$ cat src/rtl/dot_matrix_animator.sv
// Row-scanning LED dot-matrix driver with a host-writable multi-frame pattern buffer
// and timed frame animation (SCANS full scans per frame, wrap at last_frame).
module dot_matrix_animator #(
  parameter int ROWS   = 10,
  parameter int COLS   = 14,
  parameter int FRAMES = 10,
  parameter int DIV    = 12500,
  parameter int SCANS  = 64,
  localparam int FW    = (FRAMES > 1) ? $clog2(FRAMES) : 1,
  localparam int RW    = $clog2(ROWS)
) (
  input  logic            clk,
  input  logic            rst,
  input  logic            en,
  input  logic            pause,
  input  logic [FW-1:0]   last_frame,
  input  logic            wr_en,
  input  logic [FW-1:0]   wr_frame,
  input  logic [RW-1:0]   wr_row,
  input  logic [COLS-1:0] wr_data,
  output logic [ROWS-1:0] dot_row,
  output logic [COLS-1:0] dot_col,
  output logic [FW-1:0]   frame_idx,
  output logic            frame_start
);

  localparam int PW = $clog2(DIV);
  localparam int SW = (SCANS > 1) ? $clog2(SCANS) : 1;
  localparam int AW = $clog2(FRAMES * ROWS);

  localparam logic [0:0] IDLE = 1'b0;
  localparam logic [0:0] SCAN = 1'b1;

  logic [0:0]      state_q, state_d;
  logic [PW-1:0]   presc_q, presc_d;
  logic [RW-1:0]   row_idx_q, row_idx_d;
  logic [SW-1:0]   scan_cnt_q, scan_cnt_d;
  logic [FW-1:0]   frame_idx_q, frame_idx_d;
  logic [ROWS-1:0] dot_row_q, dot_row_d;
  logic [COLS-1:0] dot_col_q, dot_col_d;
  logic            frame_start_q, frame_start_d;
  logic            start_pend_q, start_pend_d;

  logic [COLS-1:0] pat_mem [FRAMES*ROWS];
  logic [AW-1:0]   rd_addr, wr_addr;
  logic            wr_ok;
  logic [FW-1:0]   last_eff;
  logic            tick;

  // Pattern buffer: flat frame-major storage, out-of-range writes dropped.
  always_comb begin
    wr_ok   = wr_en && (int'(wr_frame) < FRAMES) && (int'(wr_row) < ROWS);
    wr_addr = AW'(int'(wr_frame) * ROWS + int'(wr_row));
    rd_addr = AW'(int'(frame_idx_q) * ROWS + int'(row_idx_q));
  end

  always_ff @(posedge clk) begin
    if (wr_ok) pat_mem[wr_addr] <= wr_data;
  end

  always_comb begin
    state_d       = state_q;
    presc_d       = presc_q;
    row_idx_d     = row_idx_q;
    scan_cnt_d    = scan_cnt_q;
    frame_idx_d   = frame_idx_q;
    dot_row_d     = dot_row_q;
    dot_col_d     = dot_col_q;
    start_pend_d  = start_pend_q;
    frame_start_d = 1'b0;

    if (int'(last_frame) > FRAMES - 1) last_eff = FW'(FRAMES - 1);
    else                               last_eff = last_frame;

    tick = (state_q == SCAN) && (presc_q == PW'(DIV - 1));

    case (state_q)
      IDLE: begin
        if (en) begin
          state_d = SCAN;
          presc_d = '0;
        end
      end
      default: begin
        if (!en) begin
          state_d      = IDLE;
          presc_d      = '0;
          row_idx_d    = '0;
          scan_cnt_d   = '0;
          dot_row_d    = '0;
          dot_col_d    = '0;
          start_pend_d = 1'b0;
        end else begin
          presc_d = tick ? '0 : presc_q + PW'(1);
          if (tick) begin
            // Read sees pre-write contents, so a same-cycle write shows next scan.
            dot_row_d     = ROWS'(1) << row_idx_q;
            dot_col_d     = pat_mem[rd_addr];
            frame_start_d = start_pend_q;
            start_pend_d  = 1'b0;
            if (row_idx_q == RW'(ROWS - 1)) begin
              row_idx_d = '0;
              if (scan_cnt_q == SW'(SCANS - 1)) begin
                scan_cnt_d = '0;
                if (!pause) begin
                  frame_idx_d  = (frame_idx_q >= last_eff) ? '0 : frame_idx_q + FW'(1);
                  start_pend_d = 1'b1;
                end
              end else begin
                scan_cnt_d = scan_cnt_q + SW'(1);
              end
            end else begin
              row_idx_d = row_idx_q + RW'(1);
            end
          end
        end
      end
    endcase
  end

  always_ff @(posedge clk or posedge rst) begin
    if (rst) begin
      state_q       <= IDLE;
      presc_q       <= '0;
      row_idx_q     <= '0;
      scan_cnt_q    <= '0;
      frame_idx_q   <= '0;
      dot_row_q     <= '0;
      dot_col_q     <= '0;
      frame_start_q <= 1'b0;
      start_pend_q  <= 1'b0;
    end else begin
      state_q       <= state_d;
      presc_q       <= presc_d;
      row_idx_q     <= row_idx_d;
      scan_cnt_q    <= scan_cnt_d;
      frame_idx_q   <= frame_idx_d;
      dot_row_q     <= dot_row_d;
      dot_col_q     <= dot_col_d;
      frame_start_q <= frame_start_d;
      start_pend_q  <= start_pend_d;
    end
  end

  assign dot_row     = dot_row_q;
  assign dot_col     = dot_col_q;
  assign frame_idx   = frame_idx_q;
  assign frame_start = frame_start_q;

endmodule

$ cat config.mk
export PLATFORM = sky130hd
export DESIGN_NAME = dot_matrix_animator
export DESIGN_NICKNAME = d
export VERILOG_FILES = /design/src/rtl/dot_matrix_animator.sv
export SDC_FILE = /design/constraint.sdc
export NUM_CORES = 1
export LEC_CHECK = 0
export CORE_AREA = 2 2 366 458
export CTS_BUF_LIST = sky130_fd_sc_hd__clkbuf_8
export CTS_CLUSTER_DIAMETER = 40
export DETAILED_ROUTE_END_ITERATION = 12
export DIE_AREA = 0 0 368 460
export MAX_ROUTING_LAYER = met4
export PLACE_DENSITY = 0.6
export SLEW_MARGIN = 20
export SYNTH_ARGS = -nofsm -noshare
export SYNTH_HDL_FRONTEND = slang
export SYNTH_SLANG_ARGS = --single-unit
$ cat constraint.sdc
create_clock -name clk -period 6.5 [get_ports clk]
set_clock_uncertainty 0.1 [all_clocks]
set_input_delay 0.65 -clock clk [delete_from_list [all_inputs] [get_ports clk]]
set_output_delay 0.65 -clock clk [all_outputs]
set_load 0.1 [all_outputs]
==> flow_summary_export.csv <==
group,metric,value,unit
layout,multi_input_area,13100,um^2
floorplan,die_x,368,um
floorplan,die_area,169000,um^2
critical_path,critPathMaxFanout,50,
placement,io_buffer_count,59,
grt,antenna_found_initial,6,
yosys,yosys.area_share.xor_xnor,0.288,%
sta,fin_setup_tns,0,ns
grt,grt_max_degree,89,
routing,drt_pass1_iterations,6,
sta,min_period,4.74,ns
yosys,muxShareOfSynthArea,14.1,%
yosys,synth_simple_gate_area_share,3.87,%
yosys,ys_ff_latch,1455,
routing,remaining_drc_errors,0,
yosys,synth.largest_area_cell,"edfxtp_1",
min_path,hold_path.class,"input port to register",
critical_path,ff2ff_path_depth,10,
critical_path,rr_startpoint,"frame_idx[0]",
layout,drive_above_1_share,24.3,%
critical_path,reg2reg_to,"dot_col[11]",
critical_path,crit_path_end_kind,"register",
critical_path,max_stage_delay,1.03,ns
yosys,synthTopCellsByArea,"edfxtp_1 73%, mux4_2 13%, dfrtp_1 2.4%",
yosys,synth_area,57400,um^2
sta,finalCritPeriodShare,72.9,%
placement,dpl-instance-area,61100,um^2
layout,layout_commonest_cell,"edfxtp_1",
grt,grt_pass1_vias,29800,
layout,layout.nets,3218,
routing,wl_per_cell,27.3,um
floorplan,dieHeight,460,um
layout,register_area,43400,um^2
layout,area_growth,13.9,%
critical_path,cp_slowest_cell,"fa_4",
power,power.density,279,nW/um^2
clocking,numCtsBuffers,218,
power,power,18.3,mW
yosys,synth_top_family_by_area,"multiplexers",
critical_path,path_cells,"ha_4 -> inv_1 -> fa_4 -> buf_4 -> buf_4 -> nand2_1 -> o22ai_1 -> or3_1 -> a21oi_1 -> o41a_1",
yosys,synth_edf_count,1400,
sta,setup_viol,0,
critical_path,r2r_slack,1.76,ns
routing,wl,151000,um
clocking,insertion_delay,0.94,ns
clocking,clockRootBuffer,"clkbuf_8",
critical_path,crit_family,"buffers and inverters",
critical_path,cp.arrival,5.44,ns
yosys,async_flop_share,3.78,%
routing,first_iter_violations,3297,
placement,gp_congestion,0.861,
yosys,ys.flop_type,"edfxtp_1",
clocking,ctsLongestPathBuffers,3,
routing,ant_nets,0,
placement,hpwl,92300,um
sta,tightest_slew,1.09,ns
critical_path,worstSetupStartpointType,"register",
critical_path,required,7.20,ns
yosys,syn-num-nets,2931,
yosys,netlist_instances,2874,
yosys,syn_avg_cell_area,20.0,um^2
sta,finalHoldViolations,0,
floorplan,ios,60,
floorplan,start_util,34.8,%
sta,drv_slew,0,
critical_path,cp_common_cell,"buf_4",
yosys,synth.distinct_cells,73,
sta,grt_setup_unrepaired,"false",
sta,max_freq,211,MHz
yosys,synth_top_cell_area_share,73.3,%
yosys,yosysSeqAreaShare,75.7,%
layout,stdcell_area,65300,um^2
min_path,min_to,"pat_mem[27][12]",
power,peakVddDrop,0.000183,V
sta,slew-limit-headroom,27.1,%
layout,n_fill_cell,14900,
yosys,yosys_warnings,0,
min_path,hold_start,"wr_data[12]",
power,p_leak,20.3,nW
clocking,htree_levels,4,
sta,hold-worst-slack,0.108,ns
grt,track_usage,18.3,%
grt,gr-total-overflow,0,
clocking,cts_tree,"yes",
clocking,clkTransAtPathRegs,0.06,ns
floorplan,num_rows,167,
grt,grt_pass1_wl,217000,um
critical_path,cp.buffers_inverters,3,
routing,post_drt_via_cell_ratio,5.33,
clocking,post_cts_resized,0,
min_path,worstHoldPathCells,1,
status,status,"completed",
flow_run,cap_violations,0,
floorplan,core_area,165000,um^2
critical_path,crit_type,"register to register",
yosys,synth_fa_ha_area_share,0.619,%
yosys,synth-compound-area-share,3.78,%
clocking,cts.sinks,1455,
routing,via_count,29600,
layout,layout_common_cells,"1,400 x edfxtp_1, 327 x mux4_2, 219 x clkbuf_8",
==> through the flow <==
| stage | cells | util (%) | setup WS [ns] |
|---|---|---|---|
| after detailed placement | 5129 | 37.0 | 1.24 |
| after CTS | 5540 | 39.6 | 1.75 |
| after global routing | 5546 | 39.6 | 1.60 |
| after floorplan | 2874 | - | 2.67 |
| final | 5546 | 39.6 | 1.76 |
| after global placement | 5128 | 37.0 | 1.30 |
==> report_power, final <==
part	internal [mW]	switching (mW)
Sequential	10.3	0.0157
Clock	3.45	3.58
Combinational	0.200	0.673
==> per-layer routing <==
metal / up-vias / global-route usage (%) / routed length (um)
li1: 12500 / - / -
met2: 1201 / 30.0 / 75900
met5: - / - / 0
met1: 15600 / 22.3 / 58500
met3: 284 / 3.32 / 10300
met4: 0 / 7.78 / 6570
==> cell usage after synthesis (all sizes together) (6+ instances only) <==
cell type     n
dfrtp        55
xnor2         8
mux2i        69
o41ai         6
mux4        327
and2         16
o21ai        53
nand2       200
nand4        16
a31oi        18
a21o          6
o22ai        41
buf         111
nand2b       11
edfxtp     1400
nor3         14
a21oi        42
o31ai        14
or3          15
a311oi        7
inv          19
and3         13
a22oi        27
ha           22
nand3        55
nor2        133
o221ai       27
xor2         10
clkbuf       43
a221oi       10
a311o         7
a21boi        8
==> flip-flops by register name, summed over array words and instances, names as in the netlist <==
name,cells
pat_mem,1400
dot_col,14
presc_q,14
dot_row,10
scan_cnt_q,6
frame_idx,4
row_idx_q,4
frame_start,1
start_pend_q,1
state_q,1
==> worst max-delay path by stage <==
| stage | end | cells past startpoint | startpoint |
|---|---|---|---|
| 2_1_floorplan | dot_col[7] | 13 | frame_idx[3] |
| 3_3_place_gp | pat_mem[14][11] | 11 | wr_frame[1] |
| 3_5_place_dp | pat_mem[14][6] | 11 | wr_frame[1] |
| 4_1_cts | dot_col[1] | 10 | frame_idx[0] |
| 5_1_grt | dot_col[8] | 9 | row_idx_q[2] |
| 6_report | dot_col[11] | 10 | frame_idx[0] |
==> area by class of cell <==
cell class / instances / area share (%)
Sequential cell: 1455 / 66.5
Multi-Input combinational cell: 1243 / 20.0
Clock buffer: 219 / 4.61
Tap cell: 2197 / 4.21
Timing Repair Buffer: 221 / 2.92
Clock inverter: 183 / 1.62
Inverter: 22 / 0.126
Antenna cell: 6 / 0.0230
==> cell families (layout without fill, tap and decap cells) <==
group | after synthesis | count (layout)
adder cells (fa/ha/maj) | 26 | 26
flip-flops | 1455 | 1455
XOR/XNOR | 18 | 18
multiplexers | 399 | 399
AND/OR/NAND/NOR | 496 | 496
AO/OA/AOI/OAI | 304 | 304
other | 0 | 6
buffers and inverters | 176 | 645
==> repair_timing <==
item	CTS	global route
hold endpoints to repair	149	0
setup buffers	0	0
hold buffers	9	0
Power figures use the tool's default switching activity.
